### src/rtl/decade_count_ctrl.sv
// decade_count_ctrl
//   Command-driven sequencer around a cascaded BCD event counter of DIGITS
//   mod-10 digits. A host loads a BCD target, the block counts qualified
//   event_in pulses until the count equals the target, then holds a
//   completion until the host takes it.
//
//   Handshakes (both channels): a transfer happens on a rising clk edge where
//   valid and ready are both high. cmd_ready is high only in IDLE. done_valid
//   is high for the whole of DONE. Once raised, done_valid stays high until
//   the transfer happens. done_ready is always accepted in DONE.
//
//   Optional feature: define DECADE_AUTO_RELOAD_EN. A successful completion
//   then restarts counting from 0 against the same target, and only cmd_abort
//   returns the block to IDLE. Rejected (invalid-target) completions still
//   return to IDLE.
//
//   state_dbg mirrors the FSM state register for checkers and debug.

module decade_count_ctrl #(
    parameter int DIGITS = 3
) (
    input  logic                  clk,
    input  logic                  rst,
    input  logic                  cmd_valid,
    output logic                  cmd_ready,
    input  logic [4*DIGITS-1:0]   cmd_target,
    input  logic                  cmd_abort,
    input  logic                  event_in,
    input  logic                  hold,
    output logic [4*DIGITS-1:0]   count_bcd,
    output logic                  tick,
    output logic                  busy,
    output logic                  done_valid,
    input  logic                  done_ready,
    output logic                  done_err,
    output logic [1:0]            state_dbg
);

    localparam int W = 4 * DIGITS;

    typedef enum logic [1:0] {
        IDLE = 2'd0,
        RUN  = 2'd1,
        DONE = 2'd2
    } state_t;

    state_t         state;
    state_t         state_next;

    logic [W-1:0]   count_q;
    logic [W-1:0]   count_next;
    logic [W-1:0]   target_q;
    logic [W-1:0]   target_next;
    logic           tick_q;
    logic           tick_next;
    logic           err_q;
    logic           err_next;

    // Incremented count and its per-digit carry chain. carry[k] is high when
    // digits 0..k-1 are all 9, i.e. digit k must step on this increment.
    logic [W-1:0]   count_inc;
    logic [DIGITS:0] carry;
    logic [DIGITS-1:0] digit_bad;
    logic           target_bad;
    logic           event_ok;

    assign carry[0] = 1'b1;

    for (genvar k = 0; k < DIGITS; k++) begin : g_digit
        logic [3:0] digit;
        logic       at_nine;

        assign digit   = count_q[4*k +: 4];
        assign at_nine = (digit == 4'd9);

        // A digit at 9 wraps to 0 and carries into the next digit; the top
        // digit's carry simply falls off, so 10^DIGITS-1 wraps to 0.
        assign count_inc[4*k +: 4] = carry[k] ? (at_nine ? 4'd0 : digit + 4'd1)
                                              : digit;
        assign carry[k+1] = carry[k] & at_nine;

        // Any nibble above 9 makes the requested target unreachable.
        assign digit_bad[k] = (cmd_target[4*k +: 4] > 4'd9);
    end

    assign target_bad = |digit_bad;
    assign event_ok   = event_in & ~hold;

    // State register; synchronous active-high reset.
    always_ff @(posedge clk) begin
        if (rst) begin
            state <= IDLE;
        end else begin
            state <= state_next;
        end
    end

    // Next-state logic plus next values for the count, target, tick and
    // error registers.
    always_comb begin
        state_next  = state;
        count_next  = count_q;
        target_next = target_q;
        tick_next   = 1'b0;
        err_next    = err_q;

        case (state)
            IDLE: begin
                // count_bcd keeps its last value while idle so the host can
                // read the final count after a completion.
                if (cmd_valid) begin
                    target_next = cmd_target;
                    count_next  = '0;
                    if (target_bad) begin
                        state_next = DONE;
                        err_next   = 1'b1;
                    end else begin
                        state_next = RUN;
                        err_next   = 1'b0;
                    end
                end
            end

            RUN: begin
                // Abort wins over a terminal event in the same cycle: the
                // event is dropped and no completion is issued.
                if (cmd_abort) begin
                    state_next = IDLE;
                    count_next = '0;
                end else if (event_ok) begin
                    count_next = count_inc;
                    tick_next  = carry[1];
                    // Compare the incremented value so done_valid rises in
                    // the very first cycle that count_bcd equals the target.
                    // A zero target therefore needs a full wrap.
                    if (count_inc == target_q) begin
                        state_next = DONE;
                        err_next   = 1'b0;
                    end
                end
            end

            DONE: begin
                // Count frozen; events, commands and abort are ignored.
                if (done_ready) begin
                    err_next = 1'b0;
`ifdef DECADE_AUTO_RELOAD_EN
                    if (err_q) begin
                        state_next = IDLE;
                    end else begin
                        state_next = RUN;
                        count_next = '0;
                    end
`else
                    state_next = IDLE;
`endif
                end
            end

            default: begin
                state_next = IDLE;
                count_next = '0;
                err_next   = 1'b0;
            end
        endcase
    end

    // Datapath registers: count, latched target, tick pulse and error flag.
    always_ff @(posedge clk) begin
        if (rst) begin
            count_q  <= '0;
            target_q <= '0;
            tick_q   <= 1'b0;
            err_q    <= 1'b0;
        end else begin
            count_q  <= count_next;
            target_q <= target_next;
            tick_q   <= tick_next;
            err_q    <= err_next;
        end
    end

    // All outputs come from registers or a decode of the state register.
    assign count_bcd  = count_q;
    assign tick       = tick_q;
    assign busy       = (state == RUN);
    assign cmd_ready  = (state == IDLE);
    assign done_valid = (state == DONE);
    assign done_err   = err_q;
    assign state_dbg  = state;

endmodule
### config.mk
export PLATFORM = sky130hd
export DESIGN_NAME = decade_count_ctrl
export DESIGN_NICKNAME = d
export VERILOG_FILES = /design/src/rtl/decade_count_ctrl.sv
export SDC_FILE = /design/constraint.sdc
export NUM_CORES = 1
export LEC_CHECK = 0
export CORE_MARGIN = 2
export CORE_UTILIZATION = 47
export CTS_BUF_LIST = sky130_fd_sc_hd__clkbuf_2
export CTS_CLUSTER_DIAMETER = 200
export DETAILED_ROUTE_END_ITERATION = 16
export PLACE_DENSITY = 0.78
export SETUP_SLACK_MARGIN = 0.15
export SKIP_LAST_GASP = 1
export SLEW_MARGIN = 20
export SYNTH_ARGS = -nofsm -noshare
export SYNTH_HDL_FRONTEND = slang
export SYNTH_SLANG_ARGS = --single-unit
### constraint.sdc
create_clock -name clk -period 2.1 [get_ports clk]
set_input_delay 0.21 -clock clk [delete_from_list [all_inputs] [get_ports clk]]
set_output_delay 0.21 -clock clk [all_outputs]
set_load 0.01 [all_outputs]
Word level (Yosys, flattened, before mapping)
Cells that the tools add are included.
{"block": "totals", "reg_bits": 28, "wordCells": 60, "inputBits": 19, "out_inout_bits": 19}
{"block": "op_classes", "reduce_logical": 7, "order_cmp": 3, "eq_ne": 13, "add_sub_neg": 3, "muxes": 23, "n_bitwise": 6}
{"op": "$mux 12", "count": 3}
{"op": "$pmux 12 s3", "count": 1}
{"op": "$mux 4", "count": 5}
{"op": "$add 4x1->4 const B", "count": 3}
{"op": "$eq 12x12->1", "count": 1}
{"op": "$eq 4x4->1 const B", "count": 3}
{"op": "$gt 4x4->1 const B", "count": 3}
{"op": "$mux 2", "count": 6}
{"op": "$mux 1", "count": 6}
{"op": "$ne 2x1->1 const B", "count": 3}
{"op": "$ne 3x2->1 const B", "count": 2}
{"op": "$pmux 2 s3", "count": 1}
{"op": "$reduce_and 5->1", "count": 1}
{"op": "$ne 2x2->1 const B", "count": 2}
{"op": "$not 1->1", "count": 4}
{"op": "$reduce_and 4->1", "count": 1}
{"op": "$reduce_or 4->1", "count": 1}
{"op": "$pmux 1 s3", "count": 1}
{"op": "$reduce_and 3->1", "count": 1}
{"op": "$reduce_or 3->1", "count": 1}
{"op": "$and 1x1->1", "count": 2}
{"op": "$eq 2x1->1 const B", "count": 1}
{"op": "$eq 2x2->1 const B", "count": 1}
{"op": "$logic_not 2->1", "count": 1}
{"op": "$reduce_and 2->1", "count": 1}

Logic depth before layout (Yosys ltp)
Gate-level depths: netlist of the first run.
{"block": "logic_depth", "depth_word": 8, "ltp_mapped": 10, "ltp_nobuf": 9}

Least setup slack after synthesis of the first run
Ideal clock, no wire load.
{"block": "synth_timing", "kind": "flip-flop to flip-flop", "startpoint": "reg count_q[4] (netlist: count_bcd[4])", "endpoint": "reg err_q (netlist: done_err)", "path_buffers": 1, "period_less_slack_ns": 2.294, "required_time_ns": 1.975, "setup_slack_ns": -0.194, "arrival_time_ns": 2.169, "setup_ns": 0.125, "stages_incl_launch_ff": 10, "path_cell_list": "dfxtp_1 ha_1 and3b_1 buf_2 nand3_2 mux2i_1 xnor2_1 a2111oi_2 nand4_1 o41a_1"}
{"block": "synth_via", "elab_chain_cells": 6, "elab_cells_between_ends": 9, "classes_between": "1 x add/sub; 3 x eq/ne; 3 x mux; 1 x bitwise; 1 x reduce/logical"}
{"element": "start, declared", "line_no": "50", "rtl": "logic [W-1:0] count_q;"}
{"element": "start signal, assigned", "line_no": "176", "rtl": "count_q <= count_next;"}
{"element": "$add 4x1->4 / $eq 4x4->1 (equally long branches)", "line_no": "78, 74"}
{"element": "$mux 4 / $and 1x1->1 (equally long branches)", "line_no": "78, 80"}
{"element": "$mux 4", "line_no": "78", "rtl": "assign count_inc[4*k +: 4] = carry[k] ? (at_nine ? 4'd0 : digit + 4'd1)"}
{"element": "$eq 12x12->1 *", "line_no": "136", "rtl": "if (count_inc == target_q) begin"}
{"element": "$ne 2x1->1 (no source line) *"}
{"element": "$reduce_and 5->1 (no source line) *"}
{"element": "end signal, assigned", "line_no": "179", "rtl": "err_q <= err_next;"}
{"element": "end, declared", "line_no": "56", "rtl": "logic err_q;"}
Mark *: on every way between the ends. The rest lies on a longest branch, timed or not.
A chain may end at the register's enable or synchronous reset.

Worst setup path after layout of the first run
{"block": "layout_timing", "startpoint": "reg count_q[5] (netlist: count_bcd[5])", "endpoint": "reg err_q (netlist: done_err)"}
The elaborated chain is that of the path after synthesis.

==> results of run 1 <==
[stage by stage]
step	hold WS (ns)	utilization, %	power, W	area [um2]	setup slack [ns]
finish	0.331	73.6	0.00114	2510	-0.153
CTS	0.328	72.9	0.00113	2490	-0.0954
floorplan	0.346	-	0.000699	1790	-0.0271
global placement	0.455	70.4	0.000795	2400	-0.0800
detailed placement	0.461	70.4	0.000800	2400	-0.119
global route	0.326	73.6	0.00118	2510	-0.249
[registers in the layout (all words and copies together) (netlist names)]
signal     flops
done_err       1
tick           1
count_bcd     12
target_q      12
state_dbg      2
[layer usage]
layer	vias to the layer above	GRT usage (%)	wire (um)
met4	0	7.45	82
met5	-	0	0
met3	8	4.51	212
met2	49	39.5	2190
met1	854	31.0	2200
li1	954	-	-
[tightest hold or removal path, stage by stage]
cell	delay, ns
clkdlybuf4s50_1	0.39
nand2_1	0.07
a21oi_1	0.05
[cell usage in the layout (no fill, tap or decap), types with 3 or more instances in the layout]
cell type,count
a221oi_1,3
nand3_1,3
nor3_1,5
xnor2_1,7
dfxtp_2,5
a21oi_1,33
clkbuf_2,3
nor2_1,25
nor2b_1,4
inv_1,6
nand2b_1,6
o21ai_0,12
dfxtp_4,3
nand2_1,35
nor4_1,3
xor2_1,3
buf_4,41
ha_1,3
dfxtp_1,20
clkdlybuf4s50_1,36
[cells by family after synthesis]
| family | after synthesis |
|---|---|
| compound gates | 69 |
| flops | 28 |
| simple gates | 95 |
| xor+xnor | 10 |
| buf+inv | 22 |
| fa+ha+maj | 4 |
| mux | 3 |
[power groups by stage]
stage / Clock, W / Combinational [W] / Sequential, W
finish: 0.000340 / 0.000228 / 0.000568
detailed placement: 0 / 0.000221 / 0.000579
global placement: 0 / 0.000217 / 0.000578
global route: 0.000359 / 0.000254 / 0.000571
CTS: 0.000338 / 0.000227 / 0.000569
floorplan: 0 / 0.000122 / 0.000577
[area by class of cell]
class / count / area (um2) / share of cell area (%)
Clock buffer: 3 / 15.0 / 0.598
Clock inverter: 1 / 30.0 / 1.20
Inverter: 7 / 28.8 / 1.15
Multi-Input combinational cell: 181 / 1120 / 44.7
Sequential cell: 28 / 578 / 23.0
Tap cell: 46 / 57.6 / 2.29
Timing Repair Buffer: 78 / 681 / 27.1
[worst paths after layout]
check	start	endpoint
hold reg to reg	target_q[2]	target_q[2]
hold / removal	cmd_target[4]	target_q[4]
setup reg to reg	count_bcd[5]	done_err
setup / recovery	count_bcd[5]	done_err
[repair_timing]
action | CTS | global route
pin swaps | 3 | 2
buffers inserted | 2 | 1
setup endpoints to repair | 3 | 4
resized for setup | 9 | 10
==> results.md, run 1 <==
* Post-synthesis sequential area ratio at 32.6%
* Leakage at 0.975 nW
* Synthesized area per cell at 7.45 um2
* Worst-skew pair later-pin latency at ~0.39 ns
* Net Sw Power at ~0.0003 W
* Non-filler instance count after layout at 344
* CTS sink count at 28
* Layout cell share with drive strength beyond 1 at between 20% and 30%
* TNS Setup at -0.322 ns
* Fin crit share at 107%
* Yosys reg bits at 28
* Setup Skew at 0.0165 ns
* Comb pwr share at ~20%
* CP delay by family, top: compound AO/OA/AOI/OAI gates
* Status: complete, but fails checks
* Leading post-synthesis cells by cell area: dfxtp_1 (33%), a21oi_1 (9.9%), nand2_1 (7.6%)
* Total number of vias at 1865
* Drt initial violations at between 100 and 150
* # diodes at 0
* CTS buffer count at 3
* Simple-gate share of the synthesized area at around a quarter
* Failing checks: negative setup slack
* Worst Hold Depth at 3
* Htree depth at 1
* Die area at 4160 um2
* Dpl hpwl at approximately 3500 um
* Dpl cells at about 340
* Via density at about 5.4
* # IOs at 38
* Core ar. at roughly 3400 um2
* TritonCTS clock tree: built
* Root Buffer: clkbuf_2
* Die Span X at approximately 65 um
* Min Tclk post-route at about 2.3 ns
* Layout Nets at about 320
* Mapped Nets at around 250
* Vias in the first global route at between 1.5k and 2k
* Post-Route WL at 4680 um
* Register share of total power at 50.1%
* Finish-stage setup viols at 3
* Total gr overflow at 0
* Critical path depth in cells at 9
* CP Buf/Inv Count at 1
* Critical Path Max Stage Delay at ~0.43 ns
* Synth Area in XOR/XNOR at between 5 and 6%
* IO Port Bufs at 37
* Yosys warns at 0
* Critical path capture point type: flop
* Max frequency at roughly 0.44 GHz
* Post-Synthesis Cells at around 230
* DR WL/cell at 13.6 um
* Max Slew Vio Count at 0
* R2r worst-path depth at 9
* HP Class: primary input to flop
* Pwr dens at between 400 and 500 nW/um2
* Setup CP Type: flop to flop
* Crit start category: flop
* DRC Markers at 0
* Post-synth top area share at about a third
* Fillcell total at roughly 280
* Starting Density at between 50% and 60%
* Cell with the most instances after synthesis: nand2_1
* Net Sw Frac at roughly 27%
* Post-DRT Antenna Nets at 0
* Top post-synthesis cells by count: nand2_1 (35), a21oi_1 (34), dfxtp_1 (28)
* Max IR drop VDD at between 0.4 and 0.5 mV
* CP max FO at 3
* Mux cell area share after synthesis at 1.74%
* Post-synth EDFFs at 0
* Largest net degree at the start of global routing at 28
* Total GRT Usage at between 20% and 30%
* R2r setup slk at -0.15 ns
* Clock transition at path regs at 0.30 ns
* Core Rows at 21
* CP arrival at 2.58 ns
* Final RePlAce weighted congestion at 0.886
* Initial antenna violation count at 0
* Final worst slack at -0.153 ns
* Area leader, netlist: dfxtp_1
* Main combinational cell family by area after synthesis: simple AND/OR/NAND/NOR gates
* Clock power frac at roughly 30%
* Post-synthesis compound-gate area fraction at between 20 and 25%
* Crit path cell chain: inv_4 > ha_4 > and3b_2 > nand3_2 > mux2i_2 > xnor2_1 > a2111oi_2 > nand4_1 > o41a_1
* Synth Cell Area at between 1500 and 2000 um2
* Adder-Cell Fraction of Synth Area at a little under 3%
* Synth Flop Type: dfxtp_1
* RSZ-0062 raised after global routing: true
* Crit-path slowest cell: dfxtp_4
* First-pass GRT wire length at 7850 um
* Max-cap viol count at 0
* Slew @ Worst Pin at ~0.46 ns
* Die height at 64.5 um
* Detailed Routing Iterations Pass 1 at 4
* Final Hold Fails at 0
* Synth-to-layout area growth at 45.9%
* Asr flop ratio synth at 0%
* Worst EP required at about 2.4 ns
* Yosys cell types at 45
* Relative slew slack at 69.3%
* Hold-fix buffers at CTS at 0
* Clock Path Buffers at 2
* P_int at a little over 0.0008 W
Power figures use the tool's default switching activity.
==> run 2: changes to the inputs <==
--- a/config.mk
+++ b/config.mk
@@ -10,6 +10,7 @@
 export CTS_BUF_LIST = sky130_fd_sc_hd__clkbuf_2
 export CTS_CLUSTER_DIAMETER = 200
 export DETAILED_ROUTE_END_ITERATION = 16
+export GPL_ROUTABILITY_DRIVEN = 1
 export PLACE_DENSITY = 0.78
 export SETUP_SLACK_MARGIN = 0.15
 export SKIP_LAST_GASP = 1
==> results of run 2 <==
Final layout, timing and power as in run 1 (identical DEF).
